--- src/rtl/adc_pair_sequencer.sv ---
// Acquisition sequencer for two AD7643 converters in serial slave mode: converts,
// waits out BUSY, shifts both results in parallel and writes enabled channels to memory.
module adc_pair_sequencer #(
  parameter int CNV_LOW   = 4,
  parameter int SCLK_HALF = 2,
  parameter int NBITS     = 18,
  parameter int ADRW      = 14,
  parameter int TMO       = 255
) (
  input  logic            clk_i,
  input  logic            rst_ni,
  input  logic            start_i,
  input  logic            stop_i,
  input  logic            clradr_i,
  input  logic [ADRW-1:0] nsamp_i,
  input  logic [1:0]      chen_i,
  output logic            adcnvst0_o,
  output logic            adcnvst1_o,
  output logic            adcs0_o,
  output logic            adcs1_o,
  output logic            adsclk0_o,
  output logic            adsclk1_o,
  input  logic            adbusy0_i,
  input  logic            adbusy1_i,
  input  logic            adsdout0_i,
  input  logic            adsdout1_i,
  output logic            memwe_o,
  output logic [ADRW-1:0] memadr_o,
  output logic [15:0]     memdat_o,
  output logic            run_o,
  output logic            done_o,
  output logic            err_o
);

  localparam int CW = 16;
  localparam int BW = $clog2(NBITS);
  localparam logic [CW-1:0] CNV_LAST   = CW'(CNV_LOW - 1);
  localparam logic [CW-1:0] HALF_LAST  = CW'(SCLK_HALF - 1);
  localparam logic [CW-1:0] BLANK_LAST = CW'(1);
  localparam logic [CW-1:0] TMO_LAST   = CW'(TMO + 1);
  localparam logic [BW-1:0] BIT_LAST   = BW'(NBITS - 1);

  typedef enum logic [2:0] {IDLE, CONV, WBUSY, SHIFT, WR0, WR1, NEXT, FIN} state_e;

  state_e            state_q, state_d;
  logic [CW-1:0]     cnt_q, cnt_d;
  logic [BW-1:0]     bitCnt_q, bitCnt_d;
  logic              lead_q, lead_d;
  logic              sclkHigh_q, sclkHigh_d;
  logic [NBITS-1:0]  shift0_q, shift0_d, shift1_q, shift1_d;
  logic [ADRW-1:0]   ptr_q, ptr_d;
  logic [ADRW-1:0]   sampCnt_q, sampCnt_d;
  logic [ADRW-1:0]   nsamp_q, nsamp_d;
  logic [1:0]        chen_q, chen_d;
  logic              run_q, run_d;
  logic              done_q, done_d;
  logic              err_q, err_d;
  logic              stopPend_q, stopPend_d;
  logic              busyAny;

  assign busyAny = (chen_q[0] && adbusy0_i) || (chen_q[1] && adbusy1_i);

  always_ff @(posedge clk_i or negedge rst_ni) begin
    if (!rst_ni) begin
      state_q    <= IDLE;
      cnt_q      <= '0;
      bitCnt_q   <= '0;
      lead_q     <= 1'b0;
      sclkHigh_q <= 1'b0;
      shift0_q   <= '0;
      shift1_q   <= '0;
      ptr_q      <= '0;
      sampCnt_q  <= '0;
      nsamp_q    <= '0;
      chen_q     <= '0;
      run_q      <= 1'b0;
      done_q     <= 1'b0;
      err_q      <= 1'b0;
      stopPend_q <= 1'b0;
    end else begin
      state_q    <= state_d;
      cnt_q      <= cnt_d;
      bitCnt_q   <= bitCnt_d;
      lead_q     <= lead_d;
      sclkHigh_q <= sclkHigh_d;
      shift0_q   <= shift0_d;
      shift1_q   <= shift1_d;
      ptr_q      <= ptr_d;
      sampCnt_q  <= sampCnt_d;
      nsamp_q    <= nsamp_d;
      chen_q     <= chen_d;
      run_q      <= run_d;
      done_q     <= done_d;
      err_q      <= err_d;
      stopPend_q <= stopPend_d;
    end
  end

  always_comb begin
    state_d    = state_q;
    cnt_d      = cnt_q;
    bitCnt_d   = bitCnt_q;
    lead_d     = lead_q;
    sclkHigh_d = sclkHigh_q;
    shift0_d   = shift0_q;
    shift1_d   = shift1_q;
    ptr_d      = ptr_q;
    sampCnt_d  = sampCnt_q;
    nsamp_d    = nsamp_q;
    chen_d     = chen_q;
    run_d      = run_q;
    done_d     = 1'b0;
    err_d      = err_q;
    stopPend_d = stopPend_q;
    if (stop_i && state_q != IDLE) stopPend_d = 1'b1;

    unique case (state_q)
      IDLE: begin
        // Pointer clear is applied first so a simultaneous START begins at address 0.
        if (clradr_i) ptr_d = '0;
        if (start_i) begin
          if (chen_i != 2'b00) begin
            nsamp_d    = nsamp_i;
            chen_d     = chen_i;
            err_d      = 1'b0;
            sampCnt_d  = '0;
            stopPend_d = 1'b0;
            run_d      = 1'b1;
            cnt_d      = '0;
            state_d    = CONV;
          end else begin
            done_d = 1'b1;
          end
        end
      end
      CONV: begin
        if (cnt_q == CNV_LAST) begin
          cnt_d   = '0;
          state_d = WBUSY;
        end else begin
          cnt_d = cnt_q + 1'b1;
        end
      end
      WBUSY: begin
        if (cnt_q > BLANK_LAST && !busyAny) begin
          cnt_d      = '0;
          bitCnt_d   = '0;
          lead_d     = 1'b1;
          sclkHigh_d = 1'b0;
          state_d    = SHIFT;
        end else if (cnt_q == TMO_LAST) begin
          err_d   = 1'b1;
          done_d  = 1'b1;
          run_d   = 1'b0;
          cnt_d   = '0;
          state_d = IDLE;
        end else begin
          cnt_d = cnt_q + 1'b1;
        end
      end
      SHIFT: begin
        // One chip-select lead cycle, then NBITS low/high SCLK periods; data taken at end of low.
        if (lead_q) begin
          lead_d = 1'b0;
        end else if (cnt_q != HALF_LAST) begin
          cnt_d = cnt_q + 1'b1;
        end else begin
          cnt_d      = '0;
          sclkHigh_d = !sclkHigh_q;
          if (!sclkHigh_q) begin
            shift0_d = {shift0_q[NBITS-2:0], adsdout0_i};
            shift1_d = {shift1_q[NBITS-2:0], adsdout1_i};
          end else if (bitCnt_q == BIT_LAST) begin
            state_d = chen_q[0] ? WR0 : (chen_q[1] ? WR1 : NEXT);
          end else begin
            bitCnt_d = bitCnt_q + 1'b1;
          end
        end
      end
      WR0: begin
        ptr_d   = ptr_q + 1'b1;
        state_d = chen_q[1] ? WR1 : NEXT;
      end
      WR1: begin
        ptr_d   = ptr_q + 1'b1;
        state_d = NEXT;
      end
      NEXT: begin
        sampCnt_d = sampCnt_q + 1'b1;
        if ((sampCnt_q + 1'b1) == nsamp_q || stopPend_q || stop_i) begin
          run_d   = 1'b0;
          done_d  = 1'b1;
          state_d = FIN;
        end else begin
          cnt_d   = '0;
          state_d = CONV;
        end
      end
      FIN: begin
        stopPend_d = 1'b0;
        state_d    = IDLE;
      end
      default: state_d = IDLE;
    endcase
  end

  assign adcnvst0_o = !(state_q == CONV && chen_q[0]);
  assign adcnvst1_o = !(state_q == CONV && chen_q[1]);
  assign adcs0_o    = !(state_q == SHIFT && chen_q[0]);
  assign adcs1_o    = !(state_q == SHIFT && chen_q[1]);
  assign adsclk0_o  = state_q == SHIFT && sclkHigh_q && chen_q[0];
  assign adsclk1_o  = state_q == SHIFT && sclkHigh_q && chen_q[1];
  assign memwe_o    = state_q == WR0 || state_q == WR1;
  assign memadr_o   = ptr_q;
  assign memdat_o   = (state_q == WR0) ? shift0_q[NBITS-1 -: 16] :
                      (state_q == WR1) ? shift1_q[NBITS-1 -: 16] : 16'h0000;
  assign run_o      = run_q;
  assign done_o     = done_q;
  assign err_o      = err_q;

endmodule

--- config.mk ---
export PLATFORM = sky130hd
export DESIGN_NAME = adc_pair_sequencer
export DESIGN_NICKNAME = d
export VERILOG_FILES = /design/src/rtl/adc_pair_sequencer.sv
export SDC_FILE = /design/constraint.sdc
export NUM_CORES = 1
export LEC_CHECK = 0
export CORE_UTILIZATION = 50
export CTS_BUF_LIST = sky130_fd_sc_hd__clkbuf_4
export CTS_CLUSTER_DIAMETER = 200
export DETAILED_ROUTE_END_ITERATION = 12
export PLACE_DENSITY = 0.79
export SLEW_MARGIN = 25
export SYNTH_ARGS = -nofsm -noshare
export SYNTH_HDL_FRONTEND = slang
export SYNTH_SLANG_ARGS = --single-unit
--- constraint.sdc ---
create_clock -name clk_i -period 2.56 [get_ports clk_i]
set_input_delay 0.384 -clock clk_i [delete_from_list [all_inputs] [get_ports clk_i]]
set_output_delay 0.384 -clock clk_i [all_outputs]
set_load 0.005 [all_outputs]
==> results of run 1 <==
-- repair_timing --
item | in CTS | in global routing
resized for setup | 5 | 13
endpoints found under the hold margin | 30 | 0
endpoints found under the setup margin | 30 | 38
hold buffers | 1 | 0
setup buffers | 0 | 5
pin swaps | 0 | 4
-- critical path: cells and delay by family, from the launching register on --
| kind | cells | cell delay, ns |
|---|---|---|
| AOI/OAI and AO/OA | 3 | 0.99 |
| buffers and inverters | 1 | 0.19 |
| and+or+nand+nor | 3 | 0.75 |
| DFF | 1 | 0.45 |
-- kinds of logic (layout without fill, tap and decap cells) --
kind of cell / after synthesis / in the layout / share of synthesized area
AND/OR/NAND/NOR: 205 / 205 / 0.168
AO/OA/AOI/OAI: 114 / 114 / 0.142
flip-flops: 110 / 110 / 0.464
multiplexers: 71 / 71 / 0.131
buffers and inverters: 48 / 139 / 0.0340
XOR/XNOR: 32 / 32 / 0.0472
adder cells (fa/ha/maj): 7 / 7 / 0.0148
-- routing by layer --
metal | share of wire | GRT usage | vias up
li1 | - | - | 2302
met1 | 0.44 | 0.305 | 2387
met2 | 0.50 | 0.371 | 149
met3 | 0.047 | 0.0426 | 22
met4 | 0.019 | 0.0844 | 0
met5 | 0 | 0 | -
-- registers in the layout (all words and copies together) (netlist names) --
name and cells:
stopPend_q 1, shift0_q 18, bitCnt_q 5, cnt_q 16, err_o 1, nsamp_q 14
sclkHigh_q 1, run_o 1, lead_q 1, sampCnt_q 14, done_o 1, chen_q 2
shift1_q 18, state_q 3, memadr_o 14
-- through the flow --
step / setup slack (ns) / power (uW) / area, sq um
final: 0.0911 / 6210 / 7160
after global placement: 0.0505 / 5170 / 6930
after CTS: 0.0116 / 6110 / 7080
after global routing: -0.0180 / 6640 / 7160
after detailed placement: -0.0575 / 5280 / 6930
after floorplan: 0.140 / 4350 / 5930
-- report_power, final --
| part | switching, uW | leakage, uW | internal (uW) |
|---|---|---|---|
| Clock | 583 | 0.0000591 | 221 |
| Combinational | 1530 | 0.00157 | 1350 |
| Sequential | 425 | 0.00147 | 2110 |
| Total | 2540 | 0.00309 | 3680 |
-- placed cells by master (no fill, tap or decap), drive strengths merged, types with 6 or more instances in the layout --
cell,instances
a41oi,11
nor3,12
xor2,11
buf,43
nor2,63
o22ai,6
nand2,51
nand4,11
o21ai,27
dfrtp,110
inv,16
mux2,51
clkdlybuf4s50,63
a21oi,26
ha,7
clkbuf,11
and3,13
xnor2,21
nor4,8
nand3,23
mux2i,20
o41ai,6
and2,6
-- path summary, 6_finish.rpt --
kind	to	slack [ns]
hold reg to reg	sampCnt_q[13]$_DFFE_PN0P_	0.52
hold / removal	sampCnt_q[2]$_DFFE_PN0P_	0.36
setup reg to reg	run_o$_DFFE_PN0P_	0.09
setup / recovery	run_o$_DFFE_PN0P_	0.09
max in group asynchronous	shift0_q[13]$_DFFE_PN0P_	1.42
min in group clk_i	nsamp_q[5]$_DFFE_PN0P_	0.44
-- cell type report --
type	count	area [sq um]	area share
Clock buffer	11	82.6	0.0115
Timing Repair Buffer	107	1010	0.141
Clock inverter	5	36.3	0.00507
Tap cell	143	179	0.0250
Multi-Input combinational cell	429	3040	0.424
Inverter	16	62.6	0.00873
Sequential cell	110	2760	0.385
==> impl_metrics.tcl, run 1 <==
set metrics [dict create \
    worstReg2RegStart "cnt_q[15]$_DFFE_PN0P_" \
    nNetsFinal 705 \
    required_ns 2.96 \
    critical_path_class "reg2reg" \
    cts_htree_levels 3 \
    syn-num-nets 619 \
    grt_usage 0.228 \
    synth_commonest_cells "dfrtp_1 (110), nor2_1 (63), mux2_2 (51), nand2_1 (50)" \
    viasPerCell 5.92 \
    yosysTopAreaCell "dfrtp_1" \
    wirelength_microns 13400 \
    firstDrtPassIters 4 \
    rsz0062_at_grt "yes" \
    yosysMostFrequentCell "dfrtp_1" \
    syn_inst 587 \
    critPathMaxFanout 4 \
    grt_pass1_wl_microns 22900 \
    whs_ns 0.360 \
    num-fill-cells 918 \
    syn2layout_area_growth_pct 20.8 \
    grt_overflow 0 \
    slew_violations 0 \
    clk_path_buf_depth 2 \
    post-route-period-util 0.964 \
    synth_edf_count 0 \
    ys.flop_type "dfrtp_1" \
    power.leakage_uw 0.00309 \
    fmax_mhz 405 \
    grt_pass1_vias 4764 \
    irDropWorstVdd_mv 0.608 \
    clk_latency_ns 0.49 \
    fin_crit_ns 2.47 \
    yosys_warnings 0 \
    die_h_microns 111 \
    cts_buffers 9 \
    ys_types 64 \
    drt-initial-drc-count 366 \
    synthesis.area_sq_um 5930 \
    ioPinCount 65 \
    netlist_top_cells_area "dfrtp_1 (46%), mux2_2 (9.7%), nor2_1 (4.0%)" \
    ys_seq_elements 110 \
    fp.dieArea_sq_um 12300 \
    cp-end-kind "register" \
    yosys.area.top_type_share 0.464 \
    drt.antenna.violating_nets 0 \
    setup_viol 0 \
    dp_hpwl_microns 9370 \
    worst_pin_slew_ns 0.684 \
    clock_sinks 110 \
    path_cells "nor4_2, nand4b_1, buf_4, o41ai_1, and2_1, o22ai_1, o32a_1" \
    start_util 0.517 \
    slowest_delay_ns 0.61 \
    r2r_cells 7 \
    hold_viol 0 \
    diodes 0 \
    placedCellCount 799 \
    maxSlewHeadroom 0.543 \
    cts_tree "yes" \
    route.detailed.drc 0 \
    grt_max_degree 52 \
    power_density_nw_per_um2 868 \
    crit_start "cnt_q[15]$_DFFE_PN0P_" \
    syn_area_per_cell_sq_um 10.1 \
    clk_pin_slew_ns 0.17 \
    drive_above_1_share 0.201 \
    crit_slowest_cell "o41ai_1" \
    core_sq_um 11500 \
    final_cells 821 \
    wire_per_inst_microns 16.3 \
    routed-via-count 4860 \
    grt_antenna_before_repair 0 \
    fin_setup_tns_ns 0 \
    outcome "finished clean" \
    die_x_microns 111 \
    ctsRootBufferMaster "clkbuf_4" \
    finClkSkew_ns 0.0208 \
    fin_util 0.625 \
    cap_violations 0 \
    hold_path_class "in2async" \
    gp_congestion 0.917 \
    ys_async_sr_fraction 1.00 \
    synth_seq_area_share 0.464 \
    worstSetupStartpointType "register" \
    portBuffers 64 \
    critPathArrivalTime_ns 2.87 \
    num_rows 39 \
]
No activity file was read; power rests on OpenSTA's default activity.
==> inputs of run 2 (changes only) <==
CTS_BUF_LIST = sky130_fd_sc_hd__clkbuf_4 sky130_fd_sc_hd__clkbuf_8 sky130_fd_sc_hd__clkbuf_16   (was sky130_fd_sc_hd__clkbuf_4)
==> run 2 against run 1 <==
Net effect:
- design area grew 1.6%
- count of clock-buffer cells in the layout unchanged
- clock power grew 64%
- die area did not move
- critical path type unchanged
- sequential share of layout area fell by 0.61 points
- sequential power barely moved
- power increased by 7.4%
- combinational power decreased by 3%
- worst setup slack gained 0.021 ns
==> impl_metrics.tcl, run 2 (synthesis gave the netlist of run 1 again) <==
set metrics [dict create \
    syn2layout_area_growth_pct 22.7 \
    post-route-period-util 0.956 \
    drt.antenna.violating_nets 0 \
    fp.dieArea_sq_um 12300 \
    cts_buffers 9 \
    cp-end-kind "register" \
    final_cells 817 \
    worst_pin_slew_ns 0.728 \
    rsz0062_at_grt "yes" \
    die_h_microns 111 \
    total_power_uw 6670 \
    hold_path_class "reg2reg" \
    crit_slowest_cell "or4_4" \
    route.detailed.drc 0 \
    fin_util 0.634 \
    outcome "finished clean" \
    slowest_delay_ns 0.51 \
    grt_max_degree 52 \
    critPathMaxFanout 7 \
    cp_top_family "simple AND/OR/NAND/NOR gates" \
    routed-via-count 4810 \
    die_x_microns 111 \
    clk_pin_slew_ns 0.07 \
    hold_viol 0 \
    drive_above_1_share 0.193 \
    gp_congestion 0.917 \
    path_cells "and4_2, nand4_4, or4_4, a2111oi_4, buf_4, a21bo_2, mux2i_1" \
    num-fill-cells 917 \
    finalInstanceArea_sq_um 7280 \
    irDropWorstVdd_mv 0.758 \
    grt_antenna_before_repair 0 \
    grt_pass1_wl_microns 23200 \
    clk_latency_ns 0.36 \
    diodes 0 \
    fin_crit_ns 2.45 \
    slew_violations 0 \
    fmax_mhz 409 \
    setup_viol 0 \
    clock_sinks 110 \
    dp_hpwl_microns 9370 \
    drt-initial-drc-count 424 \
    final_cell_mix "dfrtp_1 (109), clkdlybuf4s50_1 (63), nor2_1 (61)" \
    finClkSkew_ns 0.00897 \
    viasPerCell 5.89 \
    cts_htree_levels 3 \
    maxSlewHeadroom 0.513 \
    power_density_nw_per_um2 917 \
    firstDrtPassIters 5 \
    ioPinCount 65 \
    wirelength_microns 13400 \
    critPathArrivalTime_ns 2.74 \
    critical_path_class "reg2reg" \
    cap_violations 0 \
    clk_path_buf_depth 2 \
    final_common_cell "dfrtp_1" \
    placedCellCount 799 \
    grt_pass1_vias 4813 \
    path_buf_inv 1 \
    grt_overflow 0 \
    core_sq_um 11500 \
    wire_per_inst_microns 16.4 \
    placed_area_sq_um 6930 \
    grt_usage 0.233 \
    power.leakage_uw 0.00314 \
    ctsRootBufferMaster "clkbuf_16" \
    top_regs "shift0_q: 18 flops, shift1_q: 18 flops, cnt_q: 16 flops" \
    nNetsFinal 701 \
    whs_ns 0.510 \
    num_rows 39 \
    portBuffers 64 \
    required_ns 2.85 \
    start_util 0.517 \
    worstSetupStartpointType "register" \
    cts_tree "yes" \
]
run 2: worst paths after layout:
kind                                            from                        end  depth (start not counted)  slack, ns
min reg2reg                sampCnt_q[13]$_DFFE_PN0P_  sampCnt_q[13]$_DFFE_PN0P_                          1       0.51
max in group asynchronous                     rst_ni     state_q[1]$_DFFE_PN0P_                          3       1.25
max                         sampCnt_q[1]$_DFFE_PN0P_       cnt_q[1]$_DFFE_PN0P_                          7       0.11
min in group asynchronous                     rst_ni     nsamp_q[6]$_DFFE_PN0P_                          2       0.52
min                        sampCnt_q[13]$_DFFE_PN0P_  sampCnt_q[13]$_DFFE_PN0P_                          1       0.51
max reg2reg                 sampCnt_q[1]$_DFFE_PN0P_       cnt_q[1]$_DFFE_PN0P_                          7       0.11
run 2: final cells by class:
class	count	area, sq um	area share
timing repair buffer	103	975	0.134
inverter	16	63.8	0.00877
multi-input combinational	429	3030	0.416
sequential	110	2750	0.379
clock inverter	5	36.3	0.00499
clock buffer	11	240	0.0330
tap	143	179	0.0246
run 2: per-layer routing:
| layer | vias to the layer above | global-route usage | share of wire |
|---|---|---|---|
| li1 | 2286 | - | - |
| met1 | 2380 | 0.309 | 0.45 |
| met2 | 130 | 0.379 | 0.49 |
| met3 | 14 | 0.0508 | 0.046 |
| met4 | 0 | 0.0791 | 0.015 |
| met5 | - | 0 | 0 |
run 2: stage by stage:
stage                TNS, ns  worst slack (ns)
floorplan                  0             0.140
global placement           0            0.0505
detailed placement    -0.256           -0.0575
CTS                        0           0.00326
global route        -0.00425          -0.00425
finish                     0             0.112
run 2: repair_timing:
action / CTS / global route
endpoints found under the setup margin: 7 / 38
hold buffers: 1 / 0
buffers inserted: 0 / 1
pin swaps: 0 / 2
hold endpoints to repair: 30 / 0
resized for setup: 1 / 11
run 2: power by group:
part	leakage (uW)	switching [uW]	internal, uW
Combinational	0.00154	1490	1310
Sequential	0.00147	432	2110
Clock	0.000129	642	682
Total	0.00314	2570	4110
==> inputs of run 3 (changes only) <==
ABC_AREA = 1   (was default)
TNS_END_PERCENT = 20   (was default)
==> run 3 against run 2 <==
Net effect:
- the flow now finishes with violations (design-rule violations)
- power fell by 24%
- first-iteration DRC count is 5.0% lower
- routed wire length decreased by 0.23%
==> impl_metrics.tcl, run 3 <==
set metrics [dict create \
    ys.flop_type "dfrtp_1" \
    nNetsFinal 893 \
    synthesis.area_sq_um 5980 \
    worstReg2RegStart "sampCnt_q[0]$_DFFE_PN0P_" \
    start_util 0.519 \
    critPathArrivalTime_ns 2.02 \
    slew_violations 0 \
    grt_antenna_before_repair 0 \
    fmax_mhz 417 \
    outcome "finished with violations" \
    synth_seq_area_share 0.460 \
    yosys_warnings 0 \
    ys_async_sr_fraction 1.00 \
    drt.antenna.violating_nets 0 \
    syn_area_per_cell_sq_um 7.57 \
    violations "design-rule violations" \
    grt_usage 0.230 \
    ys_seq_elements 110 \
    route.detailed.drc 12 \
    r2r_setup_slack_ns 0.24 \
    p_clk_frac 0.272 \
    cap_violations 0 \
    num_rows 39 \
    maxSlewHeadroom 0.554 \
    r2r_end "state_q[1]$_DFFE_PN0P_" \
    grt_pass1_vias 4970 \
    syn-num-nets 822 \
    required_ns 2.18 \
    swShare 0.362 \
    diodes 0 \
    final_cell_mix "nand2_1 (216), dfrtp_1 (109), inv_1 (95)" \
    worstSetupStartpointType "register" \
    clock_sinks 110 \
    synth_commonest_cells "nand2_1 (218), dfrtp_1 (110), inv_1 (95), nor2_1 (81), o21ai_0 (67)" \
    fin_crit_ns 2.40 \
    ys_types 36 \
    yosysTopAreaCell "dfrtp_1" \
    pre_cts_ws_ns 0.298 \
    syn2layout_area_growth_pct 19.5 \
    gp_congestion 0.882 \
    power.leakage_uw 0.00317 \
    netlist_top_cells_area "dfrtp_1 (46%), nand2_1 (14%), inv_1 (6.0%)" \
    syn_inst 790 \
    power_switching_uw 1830 \
    die_x_microns 111 \
    top_regs "shift0_q: 18 flops, shift1_q: 18 flops, cnt_q: 16 flops" \
    critical_path_class "reg2out" \
    clk_path_buf_depth 2 \
    cts_htree_levels 3 \
    whs_ns 0.480 \
    grt_pass1_wl_microns 23000 \
    grt_overflow 0 \
    post-route-period-util 0.938 \
    intPower_uw 3240 \
    firstDrtPassIters 9 \
    power_density_nw_per_um2 710 \
    portBuffers 64 \
    yosysMostFrequentCell "nand2_1" \
    cts_setup_buffers 0 \
    clk_pin_slew_ns 0.08 \
    cts_buffers 9 \
    drive_above_1_share 0.0797 \
    hold_viol 0 \
    dp_hpwl_microns 9290 \
    yosys.area.top_type_share 0.460 \
    cts_tree "yes" \
    ioPinCount 65 \
    clk_latency_ns 0.36 \
    seq_power_share 0.426 \
    die_h_microns 111 \
    synth_edf_count 0 \
    routed-via-count 5245 \
    final_common_cell "nand2_1" \
    worst_pin_slew_ns 0.664 \
    r2r_cells 17 \
    critPathMaxFanout 16 \
    final_cells 1009 \
    finClkSkew_ns 0.00761 \
    core_sq_um 11500 \
    wire_per_inst_microns 13.3 \
    p_comb_frac 0.302 \
    viasPerCell 5.20 \
    setup_viol 0 \
    num-fill-cells 1025 \
    worst_slack_ns 0.159 \
    fin_util 0.620 \
    hold_path_class "in2async" \
    grt_max_degree 65 \
    placedCellCount 992 \
    cp-end-kind "output port" \
    fp.dieArea_sq_um 12400 \
    irDropWorstVdd_mv 0.417 \
    drt-initial-drc-count 403 \
    ctsRootBufferMaster "clkbuf_16" \
    wirelength_microns 13400 \
]
run 3: cell types whose count changed in the layout (fill, tap and decap cells not counted), sizes merged, moves of 20 or more:
cell	delta
mux2	-51
inv	+85
mux2i	-20
xnor2	-20
nand2	+170
nand3	+44
nor2	+25
o21ai	+47
buf	-23
run 3: layout make-up:
cell class / count / area (sq um) / area share
clock buffers: 10 / 239 / 0.0335
flip-flops and latches: 110 / 2750 / 0.386
clock inverters: 6 / 55.1 / 0.00771
multi-input cells: 560 / 2770 / 0.387
well taps: 143 / 179 / 0.0250
repair buffers: 80 / 773 / 0.108
inverters: 100 / 375 / 0.0525
run 3: cell families after synthesis:
group	Yosys count	share of synthesized area
xor gates and xnor gates	18	0.0310
and+or+nand+nor	414	0.301
buffers and inverters	120	0.0808
DFF	110	0.460
AOI/OAI and AO/OA	121	0.112
adders and majority gates	7	0.0146
run 3: layer usage:
| layer | track usage | part of all wire | vias to the layer above |
|---|---|---|---|
| met5 | 0 | 0 | - |
| met4 | 0.0514 | 0.0082 | 0 |
| met3 | 0.0539 | 0.048 | 11 |
| met2 | 0.375 | 0.46 | 127 |
| met1 | 0.315 | 0.48 | 2426 |
| li1 | - | - | 2681 |
run 3: power groups by stage:
stage / registers [uW] / clock network [uW] / logic (uW)
after floorplan: 2130 / 0 / 1030
after global placement: 2180 / 0 / 1480
after detailed placement: 2180 / 0 / 1500
after CTS: 2150 / 1410 / 1520
after global routing: 2190 / 1470 / 1740
final: 2160 / 1380 / 1530
run 3: how the worst max path moves through the flow:
| stage | start | end | slack, ns | cells past startpoint |
|---|---|---|---|---|
| 2_1_floorplan | sampCnt_q[0]$_DFFE_PN0P_ | cnt_q[8]$_DFFE_PN0P_ | 0.52 | 16 |
| 3_3_place_gp | sampCnt_q[0]$_DFFE_PN0P_ | done_o$_DFF_PN0_ | 0.32 | 15 |
| 3_5_place_dp | sampCnt_q[0]$_DFFE_PN0P_ | cnt_q[7]$_DFFE_PN0P_ | 0.30 | 15 |
| 4_1_cts | state_q[2]$_DFFE_PN0P_ | memdat_o[1] | 0.13 | 3 |
| 5_1_grt | sampCnt_q[0]$_DFFE_PN0P_ | state_q[1]$_DFFE_PN0P_ | -0.01 | 17 |
| 6_report | state_q[1]$_DFFE_PN0P_ | memdat_o[1] | 0.16 | 4 |
run 3: what timing repair did:
item                                    4_1_cts  5_1_grt
hold buffers                                  1        0
hold endpoints to repair                     25        0
endpoints found under the setup margin       14       13
resized for setup                             2        3
run 3: worst max-delay path, cell delays in order, from the launching register on:
cell and delay [ns]:
dfrtp_1 0.44, nor2_1 0.19, nand2_2 0.23, o22ai_1 0.26
clkdlybuf4s50_1 0.54
run 3: metrics by stage:
stage / cell area [sq um] / setup TNS [ns] / power [uW]
detailed placement: 6820 / 0 / 3690
floorplan: 5980 / 0 / 3160
global placement: 6820 / 0 / 3650
global route: 7140 / -0.0116 / 5410
finish: 7140 / 0 / 5070
CTS: 7130 / 0 / 5090
